===== src/rtl/gate_scheduler_if.sv =====
// gate_scheduler_if
// Groups the handshake and status signals between the gate scheduler and
// its surroundings (sequence controller, gate units, element-wise unit).
//   master : drives startSeq/numSteps/abort/gateReady/elemDone and
//            observes the scheduler strobes and status.
//   slave  : the scheduler itself.
interface gate_scheduler_if #(
    parameter int NUM_GATES = 4,
    parameter int MAX_STEPS = 16
);
    localparam int STEP_BW = $clog2(MAX_STEPS) + 1;

    logic                 startSeq;
    logic [STEP_BW-1:0]   numSteps;
    logic                 abort;
    logic [NUM_GATES-1:0] gateReady;
    logic                 elemDone;
    logic                 inputRead;
    logic                 beginCalc;
    logic                 beginElem;
    logic                 hiddenWrite;
    logic [STEP_BW-1:0]   stepIndex;
    logic                 busy;
    logic                 seqDone;

    modport master (
        output startSeq, numSteps, abort, gateReady, elemDone,
        input  inputRead, beginCalc, beginElem, hiddenWrite, stepIndex, busy, seqDone
    );

    modport slave (
        input  startSeq, numSteps, abort, gateReady, elemDone,
        output inputRead, beginCalc, beginElem, hiddenWrite, stepIndex, busy, seqDone
    );
endinterface


===== src/rtl/gate_scheduler.sv =====
// gate_scheduler
// Sequences one recurrent-cell timestep at a time: load input, start all
// gate units, collect their ready pulses, run the element-wise unit, then
// commit the new hidden state. Repeats for the latched number of steps.
// Ports:
//   clock  : single rising-edge clock
//   reset  : asynchronous active-high reset
//   bus    : gate_scheduler_if.slave (start/abort/ready inputs, strobes,
//            stepIndex, busy, seqDone outputs)
// All strobes and busy are flops loaded from the next-state decode, so they
// line up exactly with the state they belong to and clear on reset at once.
module gate_scheduler #(
    parameter int NUM_GATES = 4,
    parameter int MAX_STEPS = 16
) (
    input logic             clock,
    input logic             reset,
    gate_scheduler_if.slave bus
);
    localparam int STEP_BW = $clog2(MAX_STEPS) + 1;
    localparam logic [STEP_BW-1:0]   STEP_ZERO = {STEP_BW{1'b0}};
    localparam logic [STEP_BW-1:0]   STEP_ONE  = STEP_BW'(1);
    localparam logic [STEP_BW-1:0]   STEP_MAX  = STEP_BW'(MAX_STEPS);
    localparam logic [NUM_GATES-1:0] MASK_ZERO = {NUM_GATES{1'b0}};

    typedef enum logic [2:0] {
        S_IDLE        = 3'd0,
        S_LOAD        = 3'd1,
        S_START_GATES = 3'd2,
        S_WAIT_GATES  = 3'd3,
        S_START_ELEM  = 3'd4,
        S_WAIT_ELEM   = 3'd5,
        S_UPDATE      = 3'd6,
        S_DONE        = 3'd7
    } state_t;

    state_t               state_q, state_d;
    logic [STEP_BW-1:0]   step_q, step_d;
    logic [STEP_BW-1:0]   count_q, count_d;
    logic [NUM_GATES-1:0] mask_q, mask_d;
    logic [NUM_GATES-1:0] mask_merged_s;
    logic                 input_read_q, input_read_d;
    logic                 begin_calc_q, begin_calc_d;
    logic                 begin_elem_q, begin_elem_d;
    logic                 hidden_write_q, hidden_write_d;
    logic                 seq_done_q, seq_done_d;
    logic                 busy_q, busy_d;

    // Next-state, counter and ready-mask computation.
    always_comb begin
        state_d       = state_q;
        step_d        = step_q;
        count_d       = count_q;
        mask_d        = mask_q;
        // Pulses in the current cycle count toward completion immediately.
        mask_merged_s = mask_q | bus.gateReady;

        if ((state_q != S_IDLE) && bus.abort) begin
            // Abort beats every other transition and skips UPDATE/DONE.
            state_d = S_IDLE;
        end else begin
            case (state_q)
                S_IDLE: begin
                    if (bus.startSeq) begin
                        count_d = (bus.numSteps > STEP_MAX) ? STEP_MAX : bus.numSteps;
                        step_d  = STEP_ZERO;
                        state_d = (bus.numSteps == STEP_ZERO) ? S_DONE : S_LOAD;
                    end else begin
                        state_d = S_IDLE;
                    end
                end
                S_LOAD:        state_d = S_START_GATES;
                S_START_GATES: begin
                    mask_d  = MASK_ZERO;
                    state_d = S_WAIT_GATES;
                end
                S_WAIT_GATES: begin
                    mask_d = mask_merged_s;
                    if (&mask_merged_s) begin
                        state_d = S_START_ELEM;
                    end else begin
                        state_d = S_WAIT_GATES;
                    end
                end
                S_START_ELEM:  state_d = S_WAIT_ELEM;
                S_WAIT_ELEM: begin
                    if (bus.elemDone) begin
                        state_d = S_UPDATE;
                    end else begin
                        state_d = S_WAIT_ELEM;
                    end
                end
                S_UPDATE: begin
                    // stepIndex stays on the last step when the sequence ends.
                    if ((step_q + STEP_ONE) == count_q) begin
                        state_d = S_DONE;
                    end else begin
                        step_d  = step_q + STEP_ONE;
                        state_d = S_LOAD;
                    end
                end
                S_DONE:        state_d = S_IDLE;
                default:       state_d = S_IDLE;
            endcase
        end

        input_read_d   = (state_d == S_LOAD);
        begin_calc_d   = (state_d == S_START_GATES);
        begin_elem_d   = (state_d == S_START_ELEM);
        hidden_write_d = (state_d == S_UPDATE);
        seq_done_d     = (state_d == S_DONE);
        busy_d         = (state_d != S_IDLE);
    end

    // State, counters, mask and registered output strobes.
    always_ff @(posedge clock or posedge reset) begin
        if (reset) begin
            state_q        <= S_IDLE;
            step_q         <= STEP_ZERO;
            count_q        <= STEP_ZERO;
            mask_q         <= MASK_ZERO;
            input_read_q   <= 1'b0;
            begin_calc_q   <= 1'b0;
            begin_elem_q   <= 1'b0;
            hidden_write_q <= 1'b0;
            seq_done_q     <= 1'b0;
            busy_q         <= 1'b0;
        end else begin
            state_q        <= state_d;
            step_q         <= step_d;
            count_q        <= count_d;
            mask_q         <= mask_d;
            input_read_q   <= input_read_d;
            begin_calc_q   <= begin_calc_d;
            begin_elem_q   <= begin_elem_d;
            hidden_write_q <= hidden_write_d;
            seq_done_q     <= seq_done_d;
            busy_q         <= busy_d;
        end
    end

    assign bus.inputRead   = input_read_q;
    assign bus.beginCalc   = begin_calc_q;
    assign bus.beginElem   = begin_elem_q;
    assign bus.hiddenWrite = hidden_write_q;
    assign bus.seqDone     = seq_done_q;
    assign bus.busy        = busy_q;
    assign bus.stepIndex   = step_q;
endmodule


===== src/flat_wrapper.sv =====
// flat-port wrapper written by rule: the top's interface ports become plain ports
module gate_scheduler_flat 
#(
    parameter int NUM_GATES = 4,
    parameter int MAX_STEPS = 16
)
  (clock, reset, bus_startSeq, bus_numSteps, bus_abort, bus_gateReady, bus_elemDone, bus_inputRead, bus_beginCalc, bus_beginElem, bus_hiddenWrite, bus_stepIndex, bus_busy, bus_seqDone);
  gate_scheduler_if #(.NUM_GATES(NUM_GATES), .MAX_STEPS(MAX_STEPS)) bus_i ();
  input logic clock;
  input logic reset;
  input wire logic [$bits(bus_i.startSeq)-1:0] bus_startSeq;
  input wire logic [$bits(bus_i.numSteps)-1:0] bus_numSteps;
  input wire logic [$bits(bus_i.abort)-1:0] bus_abort;
  input wire logic [$bits(bus_i.gateReady)-1:0] bus_gateReady;
  input wire logic [$bits(bus_i.elemDone)-1:0] bus_elemDone;
  output wire logic [$bits(bus_i.inputRead)-1:0] bus_inputRead;
  output wire logic [$bits(bus_i.beginCalc)-1:0] bus_beginCalc;
  output wire logic [$bits(bus_i.beginElem)-1:0] bus_beginElem;
  output wire logic [$bits(bus_i.hiddenWrite)-1:0] bus_hiddenWrite;
  output wire logic [$bits(bus_i.stepIndex)-1:0] bus_stepIndex;
  output wire logic [$bits(bus_i.busy)-1:0] bus_busy;
  output wire logic [$bits(bus_i.seqDone)-1:0] bus_seqDone;
  assign bus_i.startSeq = bus_startSeq;
  assign bus_i.numSteps = bus_numSteps;
  assign bus_i.abort = bus_abort;
  assign bus_i.gateReady = bus_gateReady;
  assign bus_i.elemDone = bus_elemDone;
  assign bus_inputRead = bus_i.inputRead;
  assign bus_beginCalc = bus_i.beginCalc;
  assign bus_beginElem = bus_i.beginElem;
  assign bus_hiddenWrite = bus_i.hiddenWrite;
  assign bus_stepIndex = bus_i.stepIndex;
  assign bus_busy = bus_i.busy;
  assign bus_seqDone = bus_i.seqDone;
  gate_scheduler #(.NUM_GATES(NUM_GATES), .MAX_STEPS(MAX_STEPS)) u_core (.clock(clock), .reset(reset), .bus(bus_i));
endmodule

===== config.mk =====
export PLATFORM = sky130hd
export DESIGN_NAME = gate_scheduler_flat
export DESIGN_NICKNAME = d
export VERILOG_FILES = /design/src/rtl/gate_scheduler_if.sv /design/src/rtl/gate_scheduler.sv /design/src/flat_wrapper.sv
export SDC_FILE = /design/constraint.sdc
export NUM_CORES = 1
export LEC_CHECK = 0
export ABC_CLOCK_PERIOD_IN_PS = 5000
export CORE_UTILIZATION = 35
export CTS_CLUSTER_SIZE = 10
export DETAILED_ROUTE_END_ITERATION = 6
export GPL_TIMING_DRIVEN = 0
export RECOVER_POWER = 100
export SYNTH_ARGS = -nofsm -noshare
export SYNTH_HDL_FRONTEND = slang
export SYNTH_SLANG_ARGS = --single-unit
export TNS_END_PERCENT = 10

===== constraint.sdc =====
create_clock -name clock -period 5 [get_ports clock]
set_input_delay 1.25 -clock clock [delete_from_list [all_inputs] [get_ports clock]]
set_output_delay 1.25 -clock clock [all_outputs]
set_load 0.01 [all_outputs]

==> flow_metrics.env <==
export IMPL_outcome="finished clean"
export IMPL_io_pin_count=25
export IMPL_drt_wl_total_mm=2.32
export IMPL_slew_violations=0
export IMPL_die_area_mm2=0.00365
export IMPL_post_cts_resize_count=0
export IMPL_slack_of_the_worst_reg_to_reg_path_ns=2.73
export IMPL_cp_endpoint="u_core.bus.beginCalc"
export IMPL_floorplan_core_area_mm2=0.00315
export IMPL_synth_seq_area_share_pct=48.2
export IMPL_ctsLongestPathBuffers=2
export IMPL_cts_sinks=23
export IMPL_worst_path_max_fanout=5
export IMPL_postCtsSetupBuffers=0
export IMPL_number_of_enable_flip_flop_cells_after_synthesis=0
export IMPL_via_count_of_the_first_global_routing_pass=900
export IMPL_slew_headroom_pct=41.6
export IMPL_p_per_area_mw_per_mm2=457
export IMPL_r2r_start="u_core.bus.stepIndex[0]"
export IMPL_fin_nets=163
export IMPL_grtUsageTotal_pct=14.4
export IMPL_drive_above_1_share_pct=7.48
export IMPL_fp_dieH_um=60.4
export IMPL_finalSetupViolations=0
export IMPL_critPathCaptureType="register"
export IMPL_ys_flop_type="sky130_fd_sc_hd__dfrtp_1"
export IMPL_ctsHtreeMaxLevel=1
export IMPL_synth_cell_type_count=38
export IMPL_path_clk_slew_ns=0.13
export IMPL_syn2layout_area_growth_pct=26.7
export IMPL_most_used_cells_in_the_layout_excluding_fill_and_tap_cells="sky130_fd_sc_hd__dfrtp_1, sky130_fd_sc_hd__dlygate4sd3_1, sky130_fd_sc_hd__o21ai_0"
export IMPL_timing_worst_slew_pin_value_ns=0.875
export IMPL_timing_critical_path_from_type="input pin"
export IMPL_nFillCells=334
export IMPL_drtAntennaViolNets=0
export IMPL_detailed_place_hpwl_mm=1.79
export IMPL_fin_hold_ws_ns=0.516
export IMPL_clock_root_buffer="sky130_fd_sc_hd__clkbuf_4"
export IMPL_synth_ff_latch_count=23
export IMPL_peakVddDrop_mv=0.186
export IMPL_globalRouteOverflowTotal=0
export IMPL_post_synth_inst_count=119
export IMPL_gp_congestion=0.728
export IMPL_rsz0062_at_grt="false"
export IMPL_synthesis_area_mm2=0.00119
export IMPL_grt_first_pass_wirelength_mm=3.90
export IMPL_tritoncts_clock_tree="yes"
export IMPL_routed_wire_length_per_instance_um=12.2
export IMPL_detail_route_iter0_violations=18
export IMPL_ys_async_sr_fraction_pct=100
export IMPL_initial_core_utilization_pct=37.9
export IMPL_port_buffers=24
export IMPL_hold_buffers=0
export IMPL_routed_via_count=947
export IMPL_fmaxAchievable_mhz=332
export IMPL_number_of_detailed_route_iterations_in_the_first_pass=4
export IMPL_route_detailed_drc=0
export IMPL_num_rows=20
export IMPL_reg2reg_to="u_core.bus.stepIndex[1]"
export IMPL_static_leakage_power_nw=0.691
export IMPL_holdCritPathClass="register to register"
export IMPL_detail_route_vias_per_cell=4.96
export IMPL_setup_worst_path_class="input pin to register"
export IMPL_timing_reg2reg_worst_path_depth=7
export IMPL_antenna_violations_before_repair=0
export IMPL_synth_area_per_cell_um2=10.0
export IMPL_layout_cells_most_common="sky130_fd_sc_hd__dfrtp_1"
export IMPL_grt_max_degree=24
export IMPL_min_period_ns=3.01
export IMPL_yosysWarnings=0
export IMPL_number_of_cts_inserted_buffers=3
export IMPL_critPathRequiredTime_ns=5.21
export IMPL_antenna_diode_count=0
export IMPL_die_width_um=60.4
export IMPL_timing_max_cap_violations=0
export IMPL_critical_path_startpoint="bus_gateReady[1]"
export IMPL_setup_tns_ns=0
export IMPL_numPlacedInstances=187
export IMPL_final_hold_violation_count=0
export IMPL_postSynthNetCount=134
export IMPL_fin_worst_skew_ns=0.00392
export IMPL_timing_critical_path_arrival_ns=3.23
export IMPL_clk_latency_ns=0.31
export IMPL_final_period_utilization_pct=60.2
export IMPL_finish_cell_count_without_fillers=191
power breakdown:
| part | total [W] | internal (W) | switching, W |
|---|---|---|---|
| registers | 0.000283 | 0.000249 | 0.0000342 |
| clock network | 0.0000883 | 0.0000299 | 0.0000583 |
| logic | 0.000321 | 0.000145 | 0.000176 |
| total | 0.000692 | 0.000424 | 0.000268 |
final cells by class:
class / count / area (um2) / area share [%]
repair buffers: 24 / 240 / 15.9
multi-input cells: 87 / 576 / 38.0
clock buffers: 3 / 22.5 / 1.49
plain buffers: 5 / 25.0 / 1.65
inverters: 4 / 15.0 / 0.992
flip-flops and latches: 23 / 576 / 38.0
clock inverters: 1 / 5.00 / 0.331
well taps: 44 / 55.1 / 3.64
worst max-delay path: stages:
cell	delay, ns
sky130_fd_sc_hd__dlygate4sd3_1	0.55
sky130_fd_sc_hd__o22ai_1	0.12
sky130_fd_sc_hd__o311a_1	0.33
sky130_fd_sc_hd__o21ai_0	0.49
sky130_fd_sc_hd__nand2_1	0.19
sky130_fd_sc_hd__nor4b_1	0.29
worst min-delay path by stage:
stage                      startpoint                 to  cells after the start
floorplan            u_core.mask_q[0]   u_core.mask_q[0]                      2
global placement     u_core.mask_q[1]   u_core.mask_q[1]                      2
detailed placement  u_core.count_q[0]  u_core.count_q[0]                      2
CTS                 u_core.count_q[0]  u_core.count_q[0]                      2
global route        u_core.count_q[0]  u_core.count_q[0]                      2
finish              u_core.count_q[0]  u_core.count_q[0]                      2
logic make-up after synthesis:
family / Yosys count / share of synthesized area (%)
AOI/OAI and AO/OA: 31 / 15.8
xor gates and xnor gates: 8 / 8.17
adders and majority gates: 1 / 1.05
buffers and inverters: 9 / 3.66
DFF: 23 / 48.2
muxes: 2 / 1.78
and+or+nand+nor: 45 / 21.4
synth_stat cells (2+ instances only):
library cell,number,share of area (%)
sky130_fd_sc_hd__buf_4,2,1.3
sky130_fd_sc_hd__nand2b_1,6,3.1
sky130_fd_sc_hd__nand2_1,11,3.5
sky130_fd_sc_hd__a211oi_1,2,1.3
sky130_fd_sc_hd__nor3b_1,2,1.3
sky130_fd_sc_hd__a21o_1,2,1.3
sky130_fd_sc_hd__nand3_1,2,0.84
sky130_fd_sc_hd__nor2_1,10,3.1
sky130_fd_sc_hd__buf_2,2,0.84
sky130_fd_sc_hd__dfrtp_1,23,48
sky130_fd_sc_hd__xor2_1,3,2.2
sky130_fd_sc_hd__o2bb2ai_1,2,1.5
sky130_fd_sc_hd__nor3_1,3,1.3
sky130_fd_sc_hd__a21oi_1,5,2.1
sky130_fd_sc_hd__xnor3_1,2,3.8
sky130_fd_sc_hd__nor2b_1,2,1.0
sky130_fd_sc_hd__o22ai_1,2,1.0
sky130_fd_sc_hd__xnor2_1,3,2.2
sky130_fd_sc_hd__o21a_1,2,1.3
sky130_fd_sc_hd__inv_1,4,1.3
sky130_fd_sc_hd__o21ai_0,12,5.0
state kept, by name (all words and copies together) (netlist names):
register,count
u_core.bus.hiddenWrite,1
u_core.bus.beginCalc,1
u_core.bus.beginElem,1
u_core.state_q,3
u_core.bus.busy,1
u_core.bus.stepIndex,5
u_core.mask_q,4
u_core.bus.seqDone,1
u_core.count_q,5
u_core.bus.inputRead,1
layer usage:
| layer | global-route usage, % | vias up | share of wire, % |
|---|---|---|---|
| met5 | 0 | - | 0 |
| met1 | 19.6 | 447 | 49 |
| li1 | - | 472 | - |
| met4 | 6.82 | 0 | 1.9 |
| met3 | 1.92 | 5 | 3.9 |
| met2 | 22.9 | 23 | 46 |
metrics by stage:
step	util, %	instance area, um2	setup WS (ns)	power, W
2_1_floorplan	-	1190	2.67	0.000515
3_3_place_gp	47.3	1490	1.92	0.000612
3_5_place_dp	47.3	1490	1.90	0.000621
4_1_cts	48.1	1520	2.25	0.000711
5_1_grt	48.0	1510	1.94	0.000751
6_report	48.0	1510	1.99	0.000692
Power figures use the tool's default switching activity.
